### config.mk
export PLATFORM = sky130hd
export DESIGN_NAME = div_sqrt_sequencer
export DESIGN_NICKNAME = d
export VERILOG_FILES = /design/src/rtl/div_sqrt_sequencer_pkg.sv /design/src/rtl/div_sqrt_resp_buf.sv /design/src/rtl/div_sqrt_sequencer.sv
export SDC_FILE = /design/constraint.sdc
export NUM_CORES = 1
export LEC_CHECK = 0
export CAP_MARGIN = 20
export CORE_ASPECT_RATIO = 0.6
export CORE_UTILIZATION = 43
export CTS_CLUSTER_DIAMETER = 200
export DETAILED_ROUTE_END_ITERATION = 7
export PLACE_DENSITY = 0.85
export SLEW_MARGIN = 20
export SYNTH_ARGS = -nofsm -noshare
export SYNTH_HDL_FRONTEND = slang
export SYNTH_SLANG_ARGS = --single-unit
### constraint.sdc
create_clock -name clock -period 7.1 [get_ports clock]
set_input_delay 1.42 -clock clock [delete_from_list [all_inputs] [get_ports clock]]
set_output_delay 1.42 -clock clock [all_outputs]
set_load 0.05 [all_outputs]
### src/rtl/div_sqrt_sequencer_pkg.sv
// Shared types and constants for the divide/sqrt request sequencer.
// The optional watchdog is enabled by defining DIV_SQRT_TIMEOUT_EN.
package div_sqrt_sequencer_pkg;

    typedef enum logic [1:0] {
        ST_IDLE  = 2'd0,
        ST_ISSUE = 2'd1,
        ST_WAIT  = 2'd2,
        ST_RESP  = 2'd3
    } seq_state_e;

    localparam int FLAG_NV = 4;
    localparam int FLAG_DZ = 3;
    localparam int FLAG_OF = 2;
    localparam int FLAG_UF = 1;
    localparam int FLAG_NX = 0;

    localparam logic [2:0] RM_NEAR_EVEN   = 3'd0;
    localparam logic [2:0] RM_MINMAG      = 3'd1;
    localparam logic [2:0] RM_MIN         = 3'd2;
    localparam logic [2:0] RM_MAX         = 3'd3;
    localparam logic [2:0] RM_NEAR_MAXMAG = 3'd4;
    localparam logic [2:0] RM_ODD         = 3'd6;

    function automatic logic [4:0] flag_mask(input int pos);
        return 5'b00001 << pos;
    endfunction

endpackage

### src/rtl/div_sqrt_resp_buf.sv
// One-entry result holding register presenting a valid/ready response.
// clear drops a held entry immediately and wins over a simultaneous load.
module div_sqrt_resp_buf
    import div_sqrt_sequencer_pkg::*;
#(
    parameter int W     = 32,
    parameter int TAG_W = 5
) (
    input  logic             clock,
    input  logic             reset,
    input  logic             load,
    input  logic [W-1:0]     load_out,
    input  logic [4:0]       load_flags,
    input  logic [TAG_W-1:0] load_tag,
    input  logic             load_sqrt,
    input  logic             load_timeout,
    input  logic             clear,
    input  logic             resp_ready,
    output logic             resp_valid,
    output logic [W-1:0]     resp_out,
    output logic [4:0]       resp_flags,
    output logic [TAG_W-1:0] resp_tag,
    output logic             resp_sqrt,
    output logic             resp_timeout
);

    logic             valid_r;
    logic [W-1:0]     out_r;
    logic [4:0]       flags_r;
    logic [TAG_W-1:0] tag_r;
    logic             sqrt_r;
    logic             timeout_r;

    // Occupancy flag: set on load, dropped on handshake or clear.
    always_ff @(posedge clock or posedge reset) begin
        if (reset) begin
            valid_r <= 1'b0;
        end else if (clear) begin
            valid_r <= 1'b0;
        end else if (load) begin
            valid_r <= 1'b1;
        end else if (valid_r && resp_ready) begin
            valid_r <= 1'b0;
        end else begin
            valid_r <= valid_r;
        end
    end

    // Payload register, held stable while the entry waits for the consumer.
    always_ff @(posedge clock or posedge reset) begin
        if (reset) begin
            out_r     <= {W{1'b0}};
            flags_r   <= 5'b00000;
            tag_r     <= {TAG_W{1'b0}};
            sqrt_r    <= 1'b0;
            timeout_r <= 1'b0;
        end else if (load && !clear) begin
            out_r     <= load_out;
            flags_r   <= load_flags;
            tag_r     <= load_tag;
            sqrt_r    <= load_sqrt;
            timeout_r <= load_timeout;
        end else begin
            out_r     <= out_r;
            flags_r   <= flags_r;
            tag_r     <= tag_r;
            sqrt_r    <= sqrt_r;
            timeout_r <= timeout_r;
        end
    end

    assign resp_valid   = valid_r;
    assign resp_out     = out_r;
    assign resp_flags   = flags_r;
    assign resp_tag     = tag_r;
    assign resp_sqrt    = sqrt_r;
    assign resp_timeout = timeout_r;

endmodule

### src/rtl/div_sqrt_sequencer.sv
// Single-outstanding sequencer between a request pipe and a divide/sqrt unit.
// Define DIV_SQRT_TIMEOUT_EN to add a WAIT watchdog and the resp_timeout port.
module div_sqrt_sequencer
    import div_sqrt_sequencer_pkg::*;
#(
    parameter int expWidth = 8,
    parameter int sigWidth = 24,
    parameter int TAG_W    = 5,
    parameter int TIMEOUT  = 255
) (
    input  logic                         clock,
    input  logic                         reset,
    input  logic                         req_valid,
    output logic                         req_ready,
    input  logic                         req_sqrt,
    input  logic [2:0]                   req_rm,
    input  logic [TAG_W-1:0]             req_tag,
    input  logic [expWidth+sigWidth-1:0] req_a,
    input  logic [expWidth+sigWidth-1:0] req_b,
    input  logic                         flush,
    output logic                         du_inValid,
    input  logic                         du_inReady,
    output logic                         du_sqrtOp,
    output logic [expWidth+sigWidth-1:0] du_a,
    output logic [expWidth+sigWidth-1:0] du_b,
    output logic [2:0]                   du_roundingMode,
    input  logic                         du_outValid,
    input  logic [expWidth+sigWidth-1:0] du_out,
    input  logic [4:0]                   du_exceptionFlags,
    output logic                         resp_valid,
    input  logic                         resp_ready,
    output logic [expWidth+sigWidth-1:0] resp_out,
    output logic [4:0]                   resp_flags,
    output logic [TAG_W-1:0]             resp_tag,
`ifdef DIV_SQRT_TIMEOUT_EN
    output logic                         resp_timeout,
`endif
    output logic                         resp_sqrt
);

    localparam int W = expWidth + sigWidth;

    seq_state_e       state_r;
    seq_state_e       next_state_s;
    logic             op_sqrt_r;
    logic [2:0]       op_rm_r;
    logic [TAG_W-1:0] op_tag_r;
    logic [W-1:0]     op_a_r;
    logic [W-1:0]     op_b_r;
    logic             drop_r;
    logic             accept_s;
    logic             wdog_expire_s;
    logic             result_load_s;
    logic             timeout_load_s;
    logic [W-1:0]     load_out_s;
    logic [4:0]       load_flags_s;
    logic             buf_timeout_s;

`ifdef DIV_SQRT_TIMEOUT_EN
    localparam int CNT_W = $clog2(TIMEOUT + 1);
    localparam logic [CNT_W-1:0] WDOG_LAST = CNT_W'(TIMEOUT - 1);

    logic [CNT_W-1:0] wdog_cnt_r;

    // Watchdog: counts consecutive WAIT cycles, restarts on every WAIT entry.
    always_ff @(posedge clock or posedge reset) begin
        if (reset) begin
            wdog_cnt_r <= {CNT_W{1'b0}};
        end else if ((state_r == ST_WAIT) && (next_state_s == ST_WAIT)) begin
            wdog_cnt_r <= wdog_cnt_r + CNT_W'(1);
        end else begin
            wdog_cnt_r <= {CNT_W{1'b0}};
        end
    end

    assign wdog_expire_s = (state_r == ST_WAIT) && (wdog_cnt_r == WDOG_LAST);
    assign resp_timeout  = buf_timeout_s;
`else
    logic unused_timeout_param;
    logic unused_resp_timeout;

    assign wdog_expire_s        = 1'b0;
    assign unused_timeout_param = (TIMEOUT == 32'sd0);
    assign unused_resp_timeout  = buf_timeout_s;
`endif

    assign accept_s       = (state_r == ST_IDLE) && req_valid && !flush;
    // A real strobe wins over a watchdog expiry landing in the same cycle.
    assign result_load_s  = (state_r == ST_WAIT) && du_outValid && !flush && !drop_r;
    assign timeout_load_s = (state_r == ST_WAIT) && !du_outValid && wdog_expire_s
                            && !flush && !drop_r;
    assign load_out_s     = timeout_load_s ? {W{1'b0}} : du_out;
    assign load_flags_s   = timeout_load_s ? flag_mask(FLAG_NV) : du_exceptionFlags;

    // FSM state register.
    always_ff @(posedge clock or posedge reset) begin
        if (reset) begin
            state_r <= ST_IDLE;
        end else begin
            state_r <= next_state_s;
        end
    end

    // FSM next-state logic; flush always returns to IDLE except from WAIT.
    always_comb begin
        next_state_s = state_r;
        case (state_r)
            ST_IDLE: begin
                if (accept_s) begin
                    next_state_s = ST_ISSUE;
                end else begin
                    next_state_s = ST_IDLE;
                end
            end
            ST_ISSUE: begin
                if (flush) begin
                    next_state_s = ST_IDLE;
                end else if (du_inReady) begin
                    next_state_s = ST_WAIT;
                end else begin
                    next_state_s = ST_ISSUE;
                end
            end
            ST_WAIT: begin
                if (du_outValid || wdog_expire_s) begin
                    next_state_s = (flush || drop_r) ? ST_IDLE : ST_RESP;
                end else begin
                    next_state_s = ST_WAIT;
                end
            end
            ST_RESP: begin
                if (flush || resp_ready) begin
                    next_state_s = ST_IDLE;
                end else begin
                    next_state_s = ST_RESP;
                end
            end
            default: begin
                next_state_s = ST_IDLE;
            end
        endcase
    end

    // FSM outputs, forced low while reset is asserted.
    always_comb begin
        req_ready  = 1'b0;
        du_inValid = 1'b0;
        if (reset) begin
            req_ready  = 1'b0;
            du_inValid = 1'b0;
        end else begin
            case (state_r)
                ST_IDLE: begin
                    req_ready = 1'b1;
                end
                ST_ISSUE: begin
                    du_inValid = 1'b1;
                end
                default: begin
                    req_ready  = 1'b0;
                    du_inValid = 1'b0;
                end
            endcase
        end
    end

    // Operand capture on request acceptance.
    always_ff @(posedge clock or posedge reset) begin
        if (reset) begin
            op_sqrt_r <= 1'b0;
            op_rm_r   <= 3'd0;
            op_tag_r  <= {TAG_W{1'b0}};
            op_a_r    <= {W{1'b0}};
            op_b_r    <= {W{1'b0}};
        end else if (accept_s) begin
            op_sqrt_r <= req_sqrt;
            op_rm_r   <= req_rm;
            op_tag_r  <= req_tag;
            op_a_r    <= req_a;
            op_b_r    <= req_b;
        end else begin
            op_sqrt_r <= op_sqrt_r;
            op_rm_r   <= op_rm_r;
            op_tag_r  <= op_tag_r;
            op_a_r    <= op_a_r;
            op_b_r    <= op_b_r;
        end
    end

    // Drop flag: remembers a flush seen in WAIT until the unit answers.
    always_ff @(posedge clock or posedge reset) begin
        if (reset) begin
            drop_r <= 1'b0;
        end else if ((state_r != ST_WAIT) || (next_state_s != ST_WAIT)) begin
            drop_r <= 1'b0;
        end else if (flush) begin
            drop_r <= 1'b1;
        end else begin
            drop_r <= drop_r;
        end
    end

    assign du_sqrtOp       = op_sqrt_r;
    assign du_a            = op_a_r;
    assign du_b            = op_b_r;
    assign du_roundingMode = op_rm_r;

    div_sqrt_resp_buf #(
        .W     (W),
        .TAG_W (TAG_W)
    ) u_resp_buf (
        .clock        (clock),
        .reset        (reset),
        .load         (result_load_s || timeout_load_s),
        .load_out     (load_out_s),
        .load_flags   (load_flags_s),
        .load_tag     (op_tag_r),
        .load_sqrt    (op_sqrt_r),
        .load_timeout (timeout_load_s),
        .clear        (flush),
        .resp_ready   (resp_ready),
        .resp_valid   (resp_valid),
        .resp_out     (resp_out),
        .resp_flags   (resp_flags),
        .resp_tag     (resp_tag),
        .resp_sqrt    (resp_sqrt),
        .resp_timeout (buf_timeout_s)
    );

endmodule

==> summary.txt, run 1 <==
Post-synth top area cell: dfrtp_1
Detail Route Antenna Nets: 0
Detailed placement HPWL: 7.87 mm
Slew HR: 38.7%
Initial antenna violation count: 0
Vias: 3,090
Crit-path max FO: 3
Die area: 11,300 um2
First-pass GRT wire length: 16.4 mm
Most common cell after layout, fill and taps aside: clkdlybuf4s50_1
Final Hold Vio Count: 0
Status: finished, final reports clean
CTS tree: yes
Worst Hold End: u_resp_buf.resp_valid
Flop2flop setup slack: 5230 ps
GR peak layer: met2
Resize count post-CTS: 0
R2R depth: 4
H-tree levels: 4
Worst hold path stage count: 2
Drt pass-1 iters: 4
Most frequent cells in the layout: clkdlybuf4s50_1 (230), dfrtp_1 (120), mux2_2 (113)
Tightest Pin Transition: 920 ps
Setup ws final: 2740 ps
Core Area: 10,600 um2
Register area share after synthesis: 64.5%
Port bufs: 230
Place WS: 2740 ps
WL final: 10.7 mm
Worst Setup End Kind: primary output
Placed Area: 6960 um2
Arrival @ worst endpoint: 2940 ps
Initial Utilization: 44.1%
Cts hold-fix bufs: 0
Hold slack: 493 ps
Root Buffer: clkbuf_16
Setup Fix Bufs, Post-CTS: 0
CP required: 5680 ps
R2r startpoint: state_r[1]
Remaining global-route overflow: 0
Mean post-synth cell area: 17.4 um2
Main area contributors after synthesis: dfrtp_1 (64%), mux2_2 (27%), buf_12 (3.0%)
Global-route met3 utilization: 7.51%
Final #Nets: 625
Cells after DPL: 628
Area Overhead vs Synth: 62.0%
Flops & latches, synth: 120
Fin Clk Skew: 8.84 ps
First DRT Iteration DRCs: 59
Crit Path Category: in -> out
Unrepaired setup endpoints after global routing: false
Syn nets: 385
Ratio of cells with drive above 1 in the final layout: 29.2%
Final min period: 4360 ps
Pwr/cell area: 498 nW/um2
Startpoint Class: input port
Largest net degree at the start of global routing: 74
Via density per instance: 4.69
Row count: 29
Non-filler cells, final: 659
Die X-Extent: 136 um
GRT met2 Usage: 31.7%
Num Clock Sinks: 120
Die height: 82.6 um
Number of global-route vias before repair: 3,247
I/O pin cnt: 231
Worst hold path type: reg -> reg
Reg clk slew, reported paths: 50 ps
Drc violations: 0
Drt wl/cell: 16.2 um
Syn Std Cell Area: 4660 um2
Syn Inst Count: 268
GRT Resource Usage Total: 19.5%
Final setup fails: 0
FMAX: 230 MHz
Post-synthesis cell type count: 17
P_leak: 3.18 nW
Max_cap viols: 0
Fin crit share: 61.4%
Hold_sp: u_resp_buf.resp_valid
Setup TNS: 0 ps
Gpl congestion: 0.711
Worst-case clock buffer depth: 2
CTS buffer count: 17
Reg2reg end: du_a[14]
Skew-Pair Late Insertion Delay: 390 ps
YS warnings: 0
Post-route cell area: 7550 um2
GRT met1 Usage: 23.4%
Max Slew Vio Count: 0
Antenna diode count: 0
Share of the synthesized area in the top cell type: 64.5%
Maximum VDD drop: 331 uV
layer usage:
layer | wire length (um) | vias up
li1 | - | 1426
met1 | 4480 | 1518
met2 | 5180 | 133
met3 | 876 | 13
met4 | 156 | 0
met5 | 0 | -
worst max-delay path, stage by stage:
cell and delay, ps:
clkdlybuf4s50_1 480, nor3b_1 210, clkdlybuf4s50_1 830
where the power goes:
part | switching, mW | leakage [nW] | internal [mW]
Combinational | 1.15 | 1.45 | 0.684
Clock | 0.274 | 0.293 | 0.566
Sequential | 0.138 | 1.44 | 0.950
worst max path at each step:
stage          slack, ps  start         end
2_1_floorplan       2490  reset      drop_r
6_report            2740  reset  du_inValid
5_1_grt             2670  reset   req_ready
4_1_cts             2740  reset  du_inValid
3_5_place_dp        2740  reset  du_inValid
3_3_place_gp        2750  reset  du_inValid
state kept, by name (all words and copies together) (netlist names):
signal,count
du_a,32
du_b,32
u_resp_buf.resp_out,32
op_tag_r,5
u_resp_buf.resp_flags,5
u_resp_buf.resp_tag,5
du_roundingMode,3
state_r,2
drop_r,1
du_sqrtOp,1
u_resp_buf.resp_sqrt,1
u_resp_buf.resp_valid,1
per-stage QoR:
stage	utilization, %	power (mW)
final	71.5	3.76
after floorplan	-	2.29
after detailed placement	65.9	2.94
after global routing	71.5	3.92
after global placement	65.9	2.90
after CTS	71.5	3.80
cell type report:
cell class | instances | area, um2
clock buffers | 22 | 464
clock inverters | 9 | 124
fillers | 716 | 3010
inverters | 1 | 6.26
multi-input cells | 135 | 1450
flip-flops and latches | 120 | 3000
well taps | 139 | 174
repair buffers | 233 | 2320
cells in the mapped netlist:
master    number
and2b_2        1
buf_12         7
buf_6          1
clkbuf_8       4
dfrtp_1      120
inv_1          1
mux2_2       113
mux2_4         3
mux2i_1        2
nand2_1        4
nand3_4        1
nor2_1         2
nor2b_2        1
nor3_1         1
nor3b_1        3
o211ai_1       1
o21ai_0        3
cell families after synthesis:
kind of cell	share of synthesized area (%)
buffers and inverters	4.51
AO/OA/AOI/OAI	0.483
AND/OR/NAND/NOR	1.83
multiplexers	28.7
flip-flops	64.5
No activity file was read; power rests on OpenSTA's default activity.
==> run 2, diff against run 1 <==
--- a/config.mk
+++ b/config.mk
@@ -7,10 +7,10 @@
 export LEC_CHECK = 0
 export CAP_MARGIN = 20
 export CORE_ASPECT_RATIO = 0.6
-export CORE_UTILIZATION = 43
+export CORE_UTILIZATION = 40
 export CTS_CLUSTER_DIAMETER = 200
 export DETAILED_ROUTE_END_ITERATION = 7
-export PLACE_DENSITY = 0.85
+export PLACE_DENSITY = 0.8
 export SLEW_MARGIN = 20
 export SYNTH_ARGS = -nofsm -noshare
 export SYNTH_HDL_FRONTEND = slang
==> constraint.sdc (replaced) <==
create_clock -name clock -period 4.2 [get_ports clock]
set_input_delay 0.84 -clock clock [delete_from_list [all_inputs] [get_ports clock]]
set_output_delay 0.84 -clock clock [all_outputs]
set_load 0.05 [all_outputs]
==> summary.txt, run 2 (synthesis gave the netlist of run 1 again) <==
Fin Clk Skew: 7.01 ps
First-pass GRT wire length: 17.0 mm
Max Slew Vio Count: 0
Drc violations: 0
Max_cap viols: 0
Arrival @ worst endpoint: 2340 ps
Num Clock Sinks: 120
FMAX: 314 MHz
Setup TNS: 0 ps
Crit Path Category: in -> out
Row count: 30
Unrepaired setup endpoints after global routing: false
WL final: 10.7 mm
Initial Utilization: 41.1%
Worst hold path type: reg -> reg
Vias: 3,088
CP required: 3360 ps
CTS tree: yes
Skew-Pair Late Insertion Delay: 400 ps
Cells after DPL: 650
Worst Setup End Kind: primary output
Antenna diode count: 0
Core Area: 11,300 um2
Remaining global-route overflow: 0
First DRT Iteration DRCs: 93
Post-route cell area: 7600 um2
Slew HR: 42.6%
Most frequent cells in the layout: clkdlybuf4s50_1 (230), dfrtp_1 (120), mux2_2 (113)
Fin crit share: 75.8%
Die height: 85.6 um
H-tree levels: 4
CTS buffer count: 17
Port bufs: 230
Drt wl/cell: 15.7 um
Ratio of cells with drive above 1 in the final layout: 29.1%
Status: finished, final reports clean
Final Hold Vio Count: 0
Final #Nets: 626
Total Power: 6.38 mW
Detailed placement HPWL: 7.80 mm
Crit-path max FO: 3
Tightest Pin Transition: 861 ps
P_leak: 3.18 nW
Die area: 12,100 um2
Detail Route Antenna Nets: 0
Pwr/cell area: 840 nW/um2
Largest net degree at the start of global routing: 70
Worst-case clock buffer depth: 2
Final min period: 3180 ps
Cts hold-fix bufs: 0
I/O pin cnt: 231
Reg clk slew, reported paths: 50 ps
Non-filler cells, final: 682
Most common cell after layout, fill and taps aside: clkdlybuf4s50_1
GRT Resource Usage Total: 18.5%
Maximum VDD drop: 545 uV
Number of global-route vias before repair: 3,309
Die X-Extent: 141 um
Final setup fails: 0
Initial antenna violation count: 0
Startpoint Class: input port
Placed Area: 7000 um2
Setup Fix Bufs, Post-CTS: 0
Gpl congestion: 0.697
Via density per instance: 4.53
Area Overhead vs Synth: 63.1%
Drt pass-1 iters: 4
Resize count post-CTS: 0
Root Buffer: clkbuf_16
==> run 2: final timing paths <==
path,startpoint,endpoint,slack [ps],cells after the start
setup / recovery,reset,du_inValid,1020,3
hold / removal,op_tag_r[3],u_resp_buf.resp_tag[3],500,1
setup reg to reg,state_r[1],du_a[14],2270,4
hold reg to reg,op_tag_r[3],u_resp_buf.resp_tag[3],500,1
max in group asynchronous,reset,u_resp_buf.resp_out[9],2400,3
min in group asynchronous,reset,du_a[6],1030,2
==> run 2: layer usage <==
metal / up-vias / share of wire, % / GRT usage, %
met3: 13 / 9.1 / 7.93
met1: 1508 / 44 / 22.8
met5: - / 0 / 0
met2: 132 / 45 / 28.8
li1: 1435 / - / -
met4: 0 / 1.5 / 7.31
==> run 2: stage by stage <==
stage               hold slack, ps  util [%]  setup slack, ps
floorplan                      477         -              174
global placement               463      61.8             1010
detailed placement             493      61.8             1010
CTS                            505      67.0             1010
global route                   512      67.0              963
finish                         497      67.0             1020
==> run 2: worst max-delay path, cell delays in order <==
cell             delay, ps
clkdlybuf4s50_1        480
nor3b_1                200
clkdlybuf4s50_1        830
==> run 2: final cells by class <==
cell class / count / area, um2
Fill cell: 824 / 3740
Sequential cell: 120 / 3000
Inverter: 1 / 6.26
Multi-Input combinational cell: 135 / 1450
Clock inverter: 8 / 120
Clock buffer: 24 / 472
Timing Repair Buffer: 234 / 2340
Tap cell: 160 / 200
==> run 2: power breakdown <==
part           internal (mW)  switching [mW]  leakage (nW)  total, mW
clock                  0.962           0.482         0.284       1.44
sequential              1.60           0.230          1.44       1.83
combinational           1.16            1.95          1.46       3.10
==> run 3, diff against run 2 <==
--- a/config.mk
+++ b/config.mk
@@ -7,10 +7,10 @@
 export LEC_CHECK = 0
 export CAP_MARGIN = 20
 export CORE_ASPECT_RATIO = 0.6
-export CORE_UTILIZATION = 40
+export CORE_UTILIZATION = 36
 export CTS_CLUSTER_DIAMETER = 200
 export DETAILED_ROUTE_END_ITERATION = 7
-export PLACE_DENSITY = 0.8
+export PLACE_DENSITY = 0.76
 export SLEW_MARGIN = 20
 export SYNTH_ARGS = -nofsm -noshare
 export SYNTH_HDL_FRONTEND = slang
==> constraint.sdc (replaced) <==
create_clock -name clock -period 2.9 [get_ports clock]
set_input_delay 0.58 -clock clock [delete_from_list [all_inputs] [get_ports clock]]
set_output_delay 0.58 -clock clock [all_outputs]
set_load 0.05 [all_outputs]
==> summary.txt, run 3 (synthesis gave the netlist of run 1 again) <==
First-pass GRT wire length: 17.4 mm
Crit Path Category: in -> out
Initial Utilization: 37.8%
WL final: 11.0 mm
Tightest Pin Transition: 669 ps
Total Power: 9.23 mW
Final Hold Vio Count: 0
Final #Nets: 625
First DRT Iteration DRCs: 53
Fin Clk Skew: 10.6 ps
Ratio of cells with drive above 1 in the final layout: 29.8%
Place WS: 376 ps
Worst-case clock buffer depth: 2
Vias: 3,130
FMAX: 455 MHz
Die X-Extent: 149 um
Cts hold-fix bufs: 0
Drt pass-1 iters: 4
Final min period: 2200 ps
Antenna diode count: 0
Num Clock Sinks: 120
Detailed placement HPWL: 7.89 mm
I/O pin cnt: 231
H-tree levels: 4
Most frequent cells in the layout: clkdlybuf4s50_1 (228), dfrtp_1 (120), mux2_2 (113)
Initial antenna violation count: 0
Pwr/cell area: 1210 nW/um2
Resize count post-CTS: 0
Die area: 13,400 um2
Remaining global-route overflow: 0
Status: finished, final reports clean
Most common cell after layout, fill and taps aside: clkdlybuf4s50_1
Drt wl/cell: 16.1 um
Slew HR: 55.4%
Gpl congestion: 0.725
Setup Fix Bufs, Post-CTS: 0
Layout Utilization: 61.7%
Die height: 90.1 um
Drc violations: 0
CTS buffer count: 17
R2r startpoint: state_r[0]
Maximum VDD drop: 638 uV
FILL cells: 912
P_leak: 3.17 nW
Worst hold path type: reg -> reg
Fin crit share: 75.7%
Row count: 31
Crit-path max FO: 3
Unrepaired setup endpoints after global routing: false
Final setup fails: 0
Placed Area: 7020 um2
Core Area: 12,300 um2
Flop2flop setup slack: 1040 ps
Max_cap viols: 0
Area Overhead vs Synth: 63.4%
GRT Resource Usage Total: 17.0%
CTS tree: yes
Via density per instance: 4.57
Root Buffer: clkbuf_16
Max Slew Vio Count: 0
Reg clk slew, reported paths: 60 ps
Skew-Pair Late Insertion Delay: 400 ps
Arrival @ worst endpoint: 1620 ps
Post-route cell area: 7610 um2
CP required: 2320 ps
Setup ws final: 704 ps
Hold_sp: op_tag_r[3]
Setup TNS: 0 ps
Largest net degree at the start of global routing: 121
Worst Setup End Kind: primary output
Number of global-route vias before repair: 3,360
Detail Route Antenna Nets: 0
Startpoint Class: input port
Port bufs: 230
Worst setup path start: reset
run 3: changes by cell type in the layout (fill, tap and decap cells not counted), sizes merged:
| cell | delta |
|---|---|
| clkbuf | -5 |
| clkinvlp | +3 |
| clkdlybuf4s50 | -2 |
| buf | +1 |
| clkinv | +1 |
run 3: where the power goes:
group          total [mW]  switching, mW  internal, mW
sequential           2.67          0.344          2.32
combinational        4.49           2.81          1.68
clock                2.07          0.725          1.34
run 3: area by class of cell:
cell class / count / area, um2 / share of cell area, %
Sequential cell: 120 / 3000 / 39.5
Clock buffer: 19 / 433 / 5.69
Timing Repair Buffer: 233 / 2360 / 31.0
Multi-Input combinational cell: 135 / 1450 / 19.1
Tap cell: 165 / 206 / 2.71
Clock inverter: 12 / 153 / 2.01
Inverter: 1 / 7.51 / 0.0987
run 3: routing by layer:
layer	part of all wire, %	vias to the layer above	track usage (%)
met5	0	-	0
met2	50	124	28.2
met3	9.2	2	7.92
met4	0.26	0	4.08
met1	41	1572	19.9
li1	-	1432	-
run 3: worst paths after layout:
path / end / cells after the start
worst min-delay path: op_tag_r[3] / 1
worst min register to register: op_tag_r[3] / 1
min in group asynchronous: du_b[18] / 3
worst max register to register: u_resp_buf.resp_flags[0] / 3
max in group asynchronous: u_resp_buf.resp_out[2] / 3
worst max-delay path: du_inValid / 3
run 3: worst max-delay path: stages:
cell and delay [ps]:
clkdlybuf4s50_1 480, nor3b_1 360, buf_12 190
run 3: through the flow:
step	std cells	hold slack [ps]
after floorplan	268	477
after global placement	654	481
after detailed placement	654	492
after CTS	685	505
after global routing	685	517
final	685	501
